`config.mk`:
```
export PLATFORM = sky130hd
export DESIGN_NAME = run_ctrl_flat
export DESIGN_NICKNAME = d
export VERILOG_FILES = /design/src/rtl/run_ctrl_pkg.sv /design/src/rtl/run_ctrl_if.sv /design/src/rtl/run_cycle_ctr.sv /design/src/rtl/run_ctrl.sv /design/src/flat_wrapper.sv
export SDC_FILE = /design/constraint.sdc
export NUM_CORES = 1
export LEC_CHECK = 0
export CORE_ASPECT_RATIO = 0.5
export CORE_MARGIN = 2
export CORE_UTILIZATION = 57
export CTS_CLUSTER_SIZE = 30
export DETAILED_ROUTE_END_ITERATION = 6
export HOLD_SLACK_MARGIN = 0.15
export PLACE_DENSITY = 0.84
export SYNTH_ARGS = -nofsm -noshare
export SYNTH_HDL_FRONTEND = slang
export SYNTH_SLANG_ARGS = --single-unit
```
`constraint.sdc`:
```
create_clock -name clk -period 2.85 [get_ports clk]
set_input_delay 0.4275 -clock clk [delete_from_list [all_inputs] [get_ports clk]]
set_output_delay 0.4275 -clock clk [all_outputs]
set_load 0.01 [all_outputs]
```
`src/rtl/run_ctrl_pkg.sv`:
```
`default_nettype none
// ============================================================================
//  Module   : run_ctrl_pkg
//  Brief    : Shared state encoding and default parameters for run_ctrl.
//  Revision : 1.0
// ============================================================================
package run_ctrl_pkg;

    localparam int unsigned CW_DEF    = 16;
    localparam int unsigned DRAIN_DEF = 1;
    localparam int unsigned TMO_DEF   = 4000;

    typedef enum logic [2:0] {
        ST_IDLE  = 3'd0,
        ST_CLEAR = 3'd1,
        ST_RUN   = 3'd2,
        ST_DRAIN = 3'd3,
        ST_DONE  = 3'd4
    } run_state_t;

endpackage
`default_nettype wire

```
`src/rtl/run_ctrl_if.sv`:
```
`default_nettype none
// ============================================================================
//  Module   : run_ctrl_if
//  Brief    : Host/core handshake bundle for run_ctrl (master = host side).
//  Revision : 1.0
// ============================================================================
interface run_ctrl_if
    import run_ctrl_pkg::*;
#(
    parameter int CW = CW_DEF
);
    logic          req;
    logic          halt;
    logic          core_rst;
    logic          core_en;
    logic          busy;
    logic          done;
    logic [CW-1:0] cycles;
    logic          timeout;

    modport master (
        output req,
        output halt,
        input  core_rst,
        input  core_en,
        input  busy,
        input  done,
        input  cycles,
        input  timeout
    );

    modport slave (
        input  req,
        input  halt,
        output core_rst,
        output core_en,
        output busy,
        output done,
        output cycles,
        output timeout
    );
endinterface
`default_nettype wire

```
`src/rtl/run_cycle_ctr.sv`:
```
`default_nettype none
// ============================================================================
//  Module   : run_cycle_ctr
//  Brief    : Saturating run-cycle counter with sync clear; the watchdog
//             compare port exists only when RUN_CTRL_WATCHDOG_EN is defined.
//  Revision : 1.0
// ============================================================================
module run_cycle_ctr #(
    parameter int CW    = 16
`ifdef RUN_CTRL_WATCHDOG_EN
    ,
    parameter int LIMIT = 4000
`endif
) (
    input  wire logic          clk,
    input  wire logic          reset,
    input  wire logic          clr_i,
    input  wire logic          en_i,
    output logic      [CW-1:0] count_o
`ifdef RUN_CTRL_WATCHDOG_EN
    ,
    output logic               expire_o
`endif
);

    logic [CW-1:0] count_q, count_d;

    always_comb begin
        count_d = count_q;
        if (clr_i) begin
            count_d = '0;
        end else if (en_i && (count_q != '1)) begin
            count_d = count_q + 1'b1;
        end
    end

    always_ff @(posedge clk or posedge reset) begin
        if (reset) begin
            count_q <= '0;
        end else begin
            count_q <= count_d;
        end
    end

    assign count_o = count_q;

`ifdef RUN_CTRL_WATCHDOG_EN
    // True during the last RUN cycle before the count would reach LIMIT.
    assign expire_o = (count_q == CW'(LIMIT - 1));
`endif

endmodule
`default_nettype wire

```
`src/rtl/run_ctrl.sv`:
```
`default_nettype none
// ============================================================================
//  Module   : run_ctrl
//  Brief    : Run sequencer: IDLE/CLEAR/RUN/DRAIN/DONE with registered Moore
//             outputs; optional watchdog via RUN_CTRL_WATCHDOG_EN.
//  Revision : 1.0
// ============================================================================
module run_ctrl
    import run_ctrl_pkg::*;
#(
    parameter int CW    = CW_DEF,
    parameter int DRAIN = DRAIN_DEF,
    parameter int TMO   = TMO_DEF
) (
    input  wire logic clk,
    input  wire logic reset,
    run_ctrl_if.slave bus
);

    localparam logic [2:0] DRAIN_LD = 3'(DRAIN);

    run_state_t    state_q, state_d;
    logic [2:0]    drain_q, drain_d;
    logic          core_rst_q, core_rst_d;
    logic          core_en_q, core_en_d;
    logic          busy_q, busy_d;
    logic          done_q, done_d;
    logic          w_ctr_clr;
    logic          w_ctr_en;
    logic          w_expire;
    logic [CW-1:0] w_cycles;

`ifdef RUN_CTRL_WATCHDOG_EN
    logic          timeout_q, timeout_d;

    run_cycle_ctr #(
        .CW    (CW),
        .LIMIT (TMO)
    ) u_ctr (
        .clk      (clk),
        .reset    (reset),
        .clr_i    (w_ctr_clr),
        .en_i     (w_ctr_en),
        .count_o  (w_cycles),
        .expire_o (w_expire)
    );
`else
    run_cycle_ctr #(
        .CW (CW)
    ) u_ctr (
        .clk     (clk),
        .reset   (reset),
        .clr_i   (w_ctr_clr),
        .en_i    (w_ctr_en),
        .count_o (w_cycles)
    );

    assign w_expire = 1'b0;
`endif

    always_comb begin
        state_d   = state_q;
        drain_d   = drain_q;
        w_ctr_clr = 1'b0;
        w_ctr_en  = 1'b0;
`ifdef RUN_CTRL_WATCHDOG_EN
        timeout_d = timeout_q;
`endif
        case (state_q)
            ST_IDLE: begin
                if (bus.req) begin
                    state_d = ST_CLEAR;
                end
            end
            ST_CLEAR: begin
                w_ctr_clr = 1'b1;
`ifdef RUN_CTRL_WATCHDOG_EN
                timeout_d = 1'b0;
`endif
                state_d   = ST_RUN;
            end
            ST_RUN: begin
                w_ctr_en = 1'b1;
                if (bus.halt || w_expire) begin
                    if (DRAIN == 0) begin
                        state_d = ST_DONE;
                    end else begin
                        state_d = ST_DRAIN;
                        drain_d = DRAIN_LD;
                    end
                end
`ifdef RUN_CTRL_WATCHDOG_EN
                // Halt on the expiry edge is a clean finish, not a timeout.
                timeout_d = w_expire && !bus.halt;
`endif
            end
            ST_DRAIN: begin
                if (drain_q <= 3'd1) begin
                    state_d = ST_DONE;
                end else begin
                    drain_d = drain_q - 3'd1;
                end
            end
            ST_DONE: begin
                if (!bus.req) begin
                    state_d = ST_IDLE;
                end
            end
            default: begin
                state_d = ST_IDLE;
            end
        endcase

        // Outputs follow the current state one edge later.
        core_rst_d = (state_q == ST_IDLE) || (state_q == ST_CLEAR);
        core_en_d  = (state_q == ST_RUN);
        busy_d     = (state_q == ST_CLEAR) || (state_q == ST_RUN) ||
                     (state_q == ST_DRAIN);
        done_d     = (state_q == ST_DONE);
    end

    always_ff @(posedge clk or posedge reset) begin
        if (reset) begin
            state_q    <= ST_IDLE;
            drain_q    <= 3'd0;
            core_rst_q <= 1'b1;
            core_en_q  <= 1'b0;
            busy_q     <= 1'b0;
            done_q     <= 1'b0;
        end else begin
            state_q    <= state_d;
            drain_q    <= drain_d;
            core_rst_q <= core_rst_d;
            core_en_q  <= core_en_d;
            busy_q     <= busy_d;
            done_q     <= done_d;
        end
    end

`ifdef RUN_CTRL_WATCHDOG_EN
    always_ff @(posedge clk or posedge reset) begin
        if (reset) begin
            timeout_q <= 1'b0;
        end else begin
            timeout_q <= timeout_d;
        end
    end

    assign bus.timeout = timeout_q;
`else
    assign bus.timeout = 1'b0;
`endif

    assign bus.core_rst = core_rst_q;
    assign bus.core_en  = core_en_q;
    assign bus.busy     = busy_q;
    assign bus.done     = done_q;
    assign bus.cycles   = w_cycles;

endmodule
`default_nettype wire

```
`src/flat_wrapper.sv`:
```
// flat-port wrapper written by rule: the top's interface ports become plain ports
module run_ctrl_flat import run_ctrl_pkg::*;
#(
    parameter int CW    = CW_DEF,
    parameter int DRAIN = DRAIN_DEF,
    parameter int TMO   = TMO_DEF
)
  (clk, reset, bus_req, bus_halt, bus_core_rst, bus_core_en, bus_busy, bus_done, bus_cycles, bus_timeout);
  run_ctrl_if #(.CW(CW)) bus_i ();
  input  wire logic clk;
  input  wire logic reset;
  input wire logic [$bits(bus_i.req)-1:0] bus_req;
  input wire logic [$bits(bus_i.halt)-1:0] bus_halt;
  output wire logic [$bits(bus_i.core_rst)-1:0] bus_core_rst;
  output wire logic [$bits(bus_i.core_en)-1:0] bus_core_en;
  output wire logic [$bits(bus_i.busy)-1:0] bus_busy;
  output wire logic [$bits(bus_i.done)-1:0] bus_done;
  output wire logic [$bits(bus_i.cycles)-1:0] bus_cycles;
  output wire logic [$bits(bus_i.timeout)-1:0] bus_timeout;
  assign bus_i.req = bus_req;
  assign bus_i.halt = bus_halt;
  assign bus_core_rst = bus_i.core_rst;
  assign bus_core_en = bus_i.core_en;
  assign bus_busy = bus_i.busy;
  assign bus_done = bus_i.done;
  assign bus_cycles = bus_i.cycles;
  assign bus_timeout = bus_i.timeout;
  run_ctrl #(.CW(CW), .DRAIN(DRAIN), .TMO(TMO)) u_core (.clk(clk), .reset(reset), .bus(bus_i));
endmodule
```
=== Yosys cells after proc, flatten, opt, wreduce, memory -nomap -nowiden ===
Index checks and enable logic that the tools add are counted.

* Flip-flop bits (word level): 26
* Input bits: 4

* Add/subtract/negate cells: 2
* Magnitude comparators: 1
* Equal/unequal tests: 10
* Muxes and demuxes: 12
* Reductions and logical operators: 9

{| class="wikitable"
|+ Operator list
! cell !! number
|-
| 2-to-1 mux 16 bit || 2
|-
| 2-to-1 mux 3 bit || 6
|-
| adder 16 x 1 -> 16 bit (second input constant) || 1
|-
| != test 16 bit (second input constant) || 1
|-
| one-hot mux 3 bit (5 select lines) || 1
|-
| != test 2 bit (second input constant) || 4
|-
| equality test 3 x 2 -> 1 bit (second input constant) || 2
|-
| one-hot mux 3 bit (2 select lines) || 1
|-
| AND reduction 4 bit || 1
|-
| nonzero test 2 bit || 2
|-
| equality test 3 x 1 -> 1 bit (second input constant) || 1
|-
| equality test 3 bit (second input constant) || 1
|-
| less-or-equal comparator 3 x 1 -> 1 bit (second input constant) || 1
|-
| zero test 3 bit || 1
|-
| logical OR 1 bit || 3
|-
| AND reduction 3 bit || 1
|-
| subtractor 3 x 1 -> 3 bit (second input constant) || 1
|-
| 2-to-1 mux 1 bit || 2
|-
| != test 2 x 1 -> 1 bit (second input constant) || 1
|-
| logical AND 1 bit || 1
|}

=== Depth between registers and ports, before layout ===
* Depth in word-level cells: 5
* Gate-level depth with buffers: 6
* Gate-level depth less buffers: 6

=== Modules after synthesis ===
A second synthesis with hierarchy kept.

* Cells, all modules: 148
* Area, all modules: 1421.4 µm²

{| class="wikitable"
|+ Modules (own cells, without submodules)
! module !! instances !! cells an instance !! area each (µm²)
|-
| run_cycle_ctr || 1 || 101 || 932.1
|-
| run_ctrl || 1 || 47 || 489.2
|}

=== Worst setup path after synthesis ===
OpenSTA, ideal clock, no wires.

* Path kind: register -> register
* From: register u_core.u_ctr.count_q[0], in the netlist u_core.u_ctr.count_o[0]
* To: register u_core.u_ctr.count_q[14], in the netlist u_core.u_ctr.count_o[14]
* Setup time: 138 ps
* Arrival time: 1453 ps
* Data required time: 2712 ps
* Path slack: 1259 ps
* Cell stages (with the launch flop): 6
* Buffers on the path: 0
* Clock period less this slack: 1591 ps
* Path through: dfrtp_1 > ha_1 > nand4_1 > or4_1 > nand3_1 > o221ai_1

* Word-level cells in the longest chain between the ends: 3
* Elaborated cells between the ends (all ways): 6
* Classes of those cells: add/sub (1); eq/ne (1); mux (2); reduce/logical (2)

{| class="wikitable"
|+ RTL lines
! what !! line !! RTL
|-
| start: declaration || run_cycle_ctr.sv:26 || <nowiki>logic [CW-1:0] count_q, count_d;</nowiki>
|-
| start signal: assignment || run_cycle_ctr.sv:41 || <nowiki>count_q <= count_d;</nowiki>
|-
| adder 16 x 1 -> 16 bit or != test 16 bit (tied branches) || run_cycle_ctr.sv:33, run_cycle_ctr.sv:32 ||
|-
| 2-to-1 mux 16 bit or logical AND 1 bit (tied branches) || run_cycle_ctr.sv:32 || <nowiki>end else if (en_i && (count_q != '1)) begin</nowiki>
|-
| 2-to-1 mux 16 bit or nonzero test 2 bit (tied branches) || n/a ||
|}

Parallel ways exist; a longest one is shown, timed or not. The select of a mux whose other input is x is not followed.
A chain may end at the register's enable or synchronous reset.

=== Worst setup path in the final report ===
* From: register u_core.state_q[0]
* To: register u_core.drain_q[2]

* Word-level cells in the longest chain between the ends: 3
* Elaborated cells between the ends (all ways): 7
* Classes of those cells: eq/ne (4); mux (1); reduce/logical (2)

{| class="wikitable"
|+ RTL lines
! what !! line !! RTL
|-
| start: declaration || run_ctrl.sv:22 || <nowiki>run_state_t state_q, state_d;</nowiki>
|-
| start signal: assignment || run_ctrl.sv:131 || <nowiki>state_q <= state_d;</nowiki>
|-
| equality test 3 x 2 -> 1 bit (*) || n/a ||
|-
| via u_core.core_en_d || run_ctrl.sv:25 || <nowiki>logic core_en_q, core_en_d;</nowiki>
|-
| != test 2 bit (no source line) or nonzero test 2 bit (tied branches) || n/a ||
|-
| AND reduction 3 bit (no source line) || n/a ||
|-
| end signal: assignment || run_ctrl.sv:132 || <nowiki>drain_q <= drain_d;</nowiki>
|-
| end: declaration || run_ctrl.sv:23 || <nowiki>logic [2:0] drain_q, drain_d;</nowiki>
|}

The timed path passes the listed nets; every way through them passes the cells marked *.

==> impl_results.md <==
- Logic pwr share: 40.9%
- Post-route DRC violation count: 0
- Worst-margin pin slew: 0.631 ns
- Maximum number of pins on one net before global-route repair: 27
- Max Freq: 487 MHz
- Crit start category: flop
- GRT Util Overall: 23.4%
- Clock transition at the registers of the reported paths: 0.09 ns
- Drt pass-1 iters: 5
- CORE AREA: 0.00259 mm^2
- Peak supply drop: 0.606 mV
- Antenna violations before repair: 0
- Reg2Reg Setup Slack: 0.80 ns
- # hold bufs at CTS: 0
- Min Tclk post-route: 2.05 ns
- Remaining global-route overflow: 0
- RSZ-0062 raised after global routing: no
- Crit Path Class: flop to flop
- Count of different cell masters after synthesis: 53
- EDFF count, synth: 0
- Register area share after synthesis: 42.2%
- IO buf count: 23
- Pleak: 0.791 nW
- First-pass GRT wire length: 5510 um
- Initial DRC count: 202
- DP Wirelength: 2540 um
- Synthesized net count: 170
- Total Wirelength: 3580 um
- Final setup TNS: 0 ns
- Worst setup path start: u_core.state_q[0]
- Most common cell after layout, fill and taps aside: dfrtp_1
- Power per cell area: 758 mW/mm^2
- Area grow syn2layout: 18.9%
- Reg2Reg Depth: 5
- Root buffer cell: clkbuf_8
- Synthesized area per cell: 9.47 um^2
- Share of cells above drive strength 1: 8.79%
- CTS H-tree lvls: 1
- CP endpoint kind: flop
- Post-route ant nets: 0
- Worst Setup EP: u_core.drain_q[2]
- Final worst slack: 0.797 ns
- Total Power: 1.39 mW
- Site Rows: 13
- Synth Cell Area: 0.00154 mm^2
- FF+latch count, synth: 26
- Worst Hold Class: input port to asynchronous set/reset pin
- Die X: 77.6 um
- Seq pwr share: 41.9%
- Die Y-Extent: 40.8 um
- N_diodes: 0
- Boundary Pins: 25
- Post-CTS Setup Bufs: 0
- Slew Limit Fails: 0
- Slew margin rel.: 57.9%
- Final setup viols: 0
- Post-Synthesis Cells: 163
- # resized after CTS: 0
- Number of global-route vias before repair: 1,161
- Psw: 570 uW
- R2R Path End: u_core.drain_q[2]
- Clock Skew: 0.00222 ns
- Worst Path Max Fanout: 20
- Crit path DAT: 2.25 ns
- CTS Buffer Depth: 2
- Vias: 1,402
- Max Cap Viol: 0
- Clk_lat worst skew: 0.27 ns
- Fin nets: 190
- Async S/R FF share, synth: 100%
- Period utilisation layout: 72.0%
- Switching share of power: 41.0%
- Fin Hold WS: 0.507 ns
- Yosys warning count: 0
- Most frequent cells in the layout: 25 x dfrtp_1, 23 x clkdlybuf4s50_1, 12 x inv_1
- Main flop type after synthesis: dfrtp_1
- Clock Sinks: 26
- Via density: 6.40
- Internal Power: 821 uW
- DP Worst Slack: 0.869 ns
- Reg2Reg Launch Point: u_core.state_q[0]
- Outcome: complete, no violations
- Routability Congestion: 0.846
- Fin. Hold Viols: 0
- Total Die Area: 0.00317 mm^2
- Routed len/inst: 16.3 um
- TritonCTS clock tree: done
- Clk pwr share: 17.2%
- Starting density of the core: 59.7%
- Worst EP required: 3.05 ns
- TritonCTS buffer count: 3
## how the worst min path moves through the flow
| stage | depth (start not counted) | slack [ns] | endpoint |
|---|---|---|---|
| floorplan | 1 | 0.47 | u_core.bus.busy |
| global placement | 1 | 0.52 | u_core.drain_q[2] |
| detailed placement | 1 | 0.53 | u_core.drain_q[2] |
| CTS | 3 | 0.52 | u_core.bus.core_en |
| global route | 3 | 0.53 | u_core.u_ctr.count_o[13] |
| finish | 3 | 0.51 | u_core.drain_q[1] |
## worst max-delay path, stage by stage (launching register included)
cell and delay [ns]:
dfrtp_1 0.76, or3b_1 0.37, inv_1 0.20, and2_1 0.24, mux2_2 0.27, mux2i_1 0.14
## area by class of cell
cell class	count	area (um^2)
repair buffers	24	238
clock buffers	4	55.1
multi-input cells	115	796
fillers	198	751
inverters	13	48.8
well taps	37	46.3
flip-flops and latches	26	652
## synthesized netlist by cell type (all sizes together), types with 2 or more instances
library cell	instances	area (um^2)
a311oi	4	35.0
and2	6	37.5
dfrtp	25	626
buf	7	38.8
nand4	7	56.3
nor4b	2	17.5
mux2i	3	30.0
o22ai	2	12.5
nor2	9	33.8
o211a	2	20.0
nand3	7	35.0
nor4	2	27.5
a31oi	2	12.5
a21oi	9	52.6
xnor2	3	26.3
nor3	5	25.0
nand2b	2	12.5
o31ai	2	15.0
inv	13	48.8
nand2	10	40.0
a22oi	2	15.0
and4	4	35.0
a41oi	3	26.3
o21ai	6	30.0
o221ai	2	17.5
ha	3	37.5
clkbuf	2	8.75
mux2	2	22.5
a21boi	2	15.0
## cells by family (layout without fill, tap and decap cells)
group           Yosys count  after routing  synth area share, %
compound gates           43             43                 20.3
buf+inv                  22             41                 6.24
fa+ha+maj                 3              3                 2.43
other cells               1              1                0.243
simple gates             60             60                 23.5
flops                    26             26                 42.2
mux                       5              5                 3.40
xor+xnor                  3              3                 1.70
## power by group through the flow
stage / Combinational [mW] / Sequential, mW / Clock (mW)
after floorplan: 0.440 / 0.527 / 0
final: 0.568 / 0.583 / 0.240
after global placement: 0.536 / 0.581 / 0
after global routing: 0.618 / 0.597 / 0.258
after detailed placement: 0.555 / 0.585 / 0
after CTS: 0.560 / 0.579 / 0.242
## sequential cells by signal (all words and copies together), names as in the netlist
register / flops
u_core.u_ctr.count_o: 16
u_core.bus.core_en: 1
u_core.state_q: 3
u_core.drain_q: 3
u_core.bus.done: 1
u_core.bus.core_rst: 1
u_core.bus.busy: 1
## metal layers
layer | share of wire [%] | track usage (%) | vias up | routed length (um)
met5 | 0 | 0 | - | 0
met4 | 1.5 | 7.59 | 0 | 53
met3 | 6.5 | 5.95 | 11 | 232
met2 | 44 | 37.7 | 66 | 1580
met1 | 48 | 31.9 | 676 | 1710
li1 | - | - | 649 | -
## stage by stage
stage / util (%) / area [um^2] / instances
after floorplan: - / 1540 / 163
after global placement: 68.8 / 1780 / 215
after detailed placement: 68.8 / 1780 / 215
after CTS: 71.0 / 1840 / 219
after global routing: 71.0 / 1840 / 219
final: 71.0 / 1840 / 219
Power figures use the tool's default switching activity.
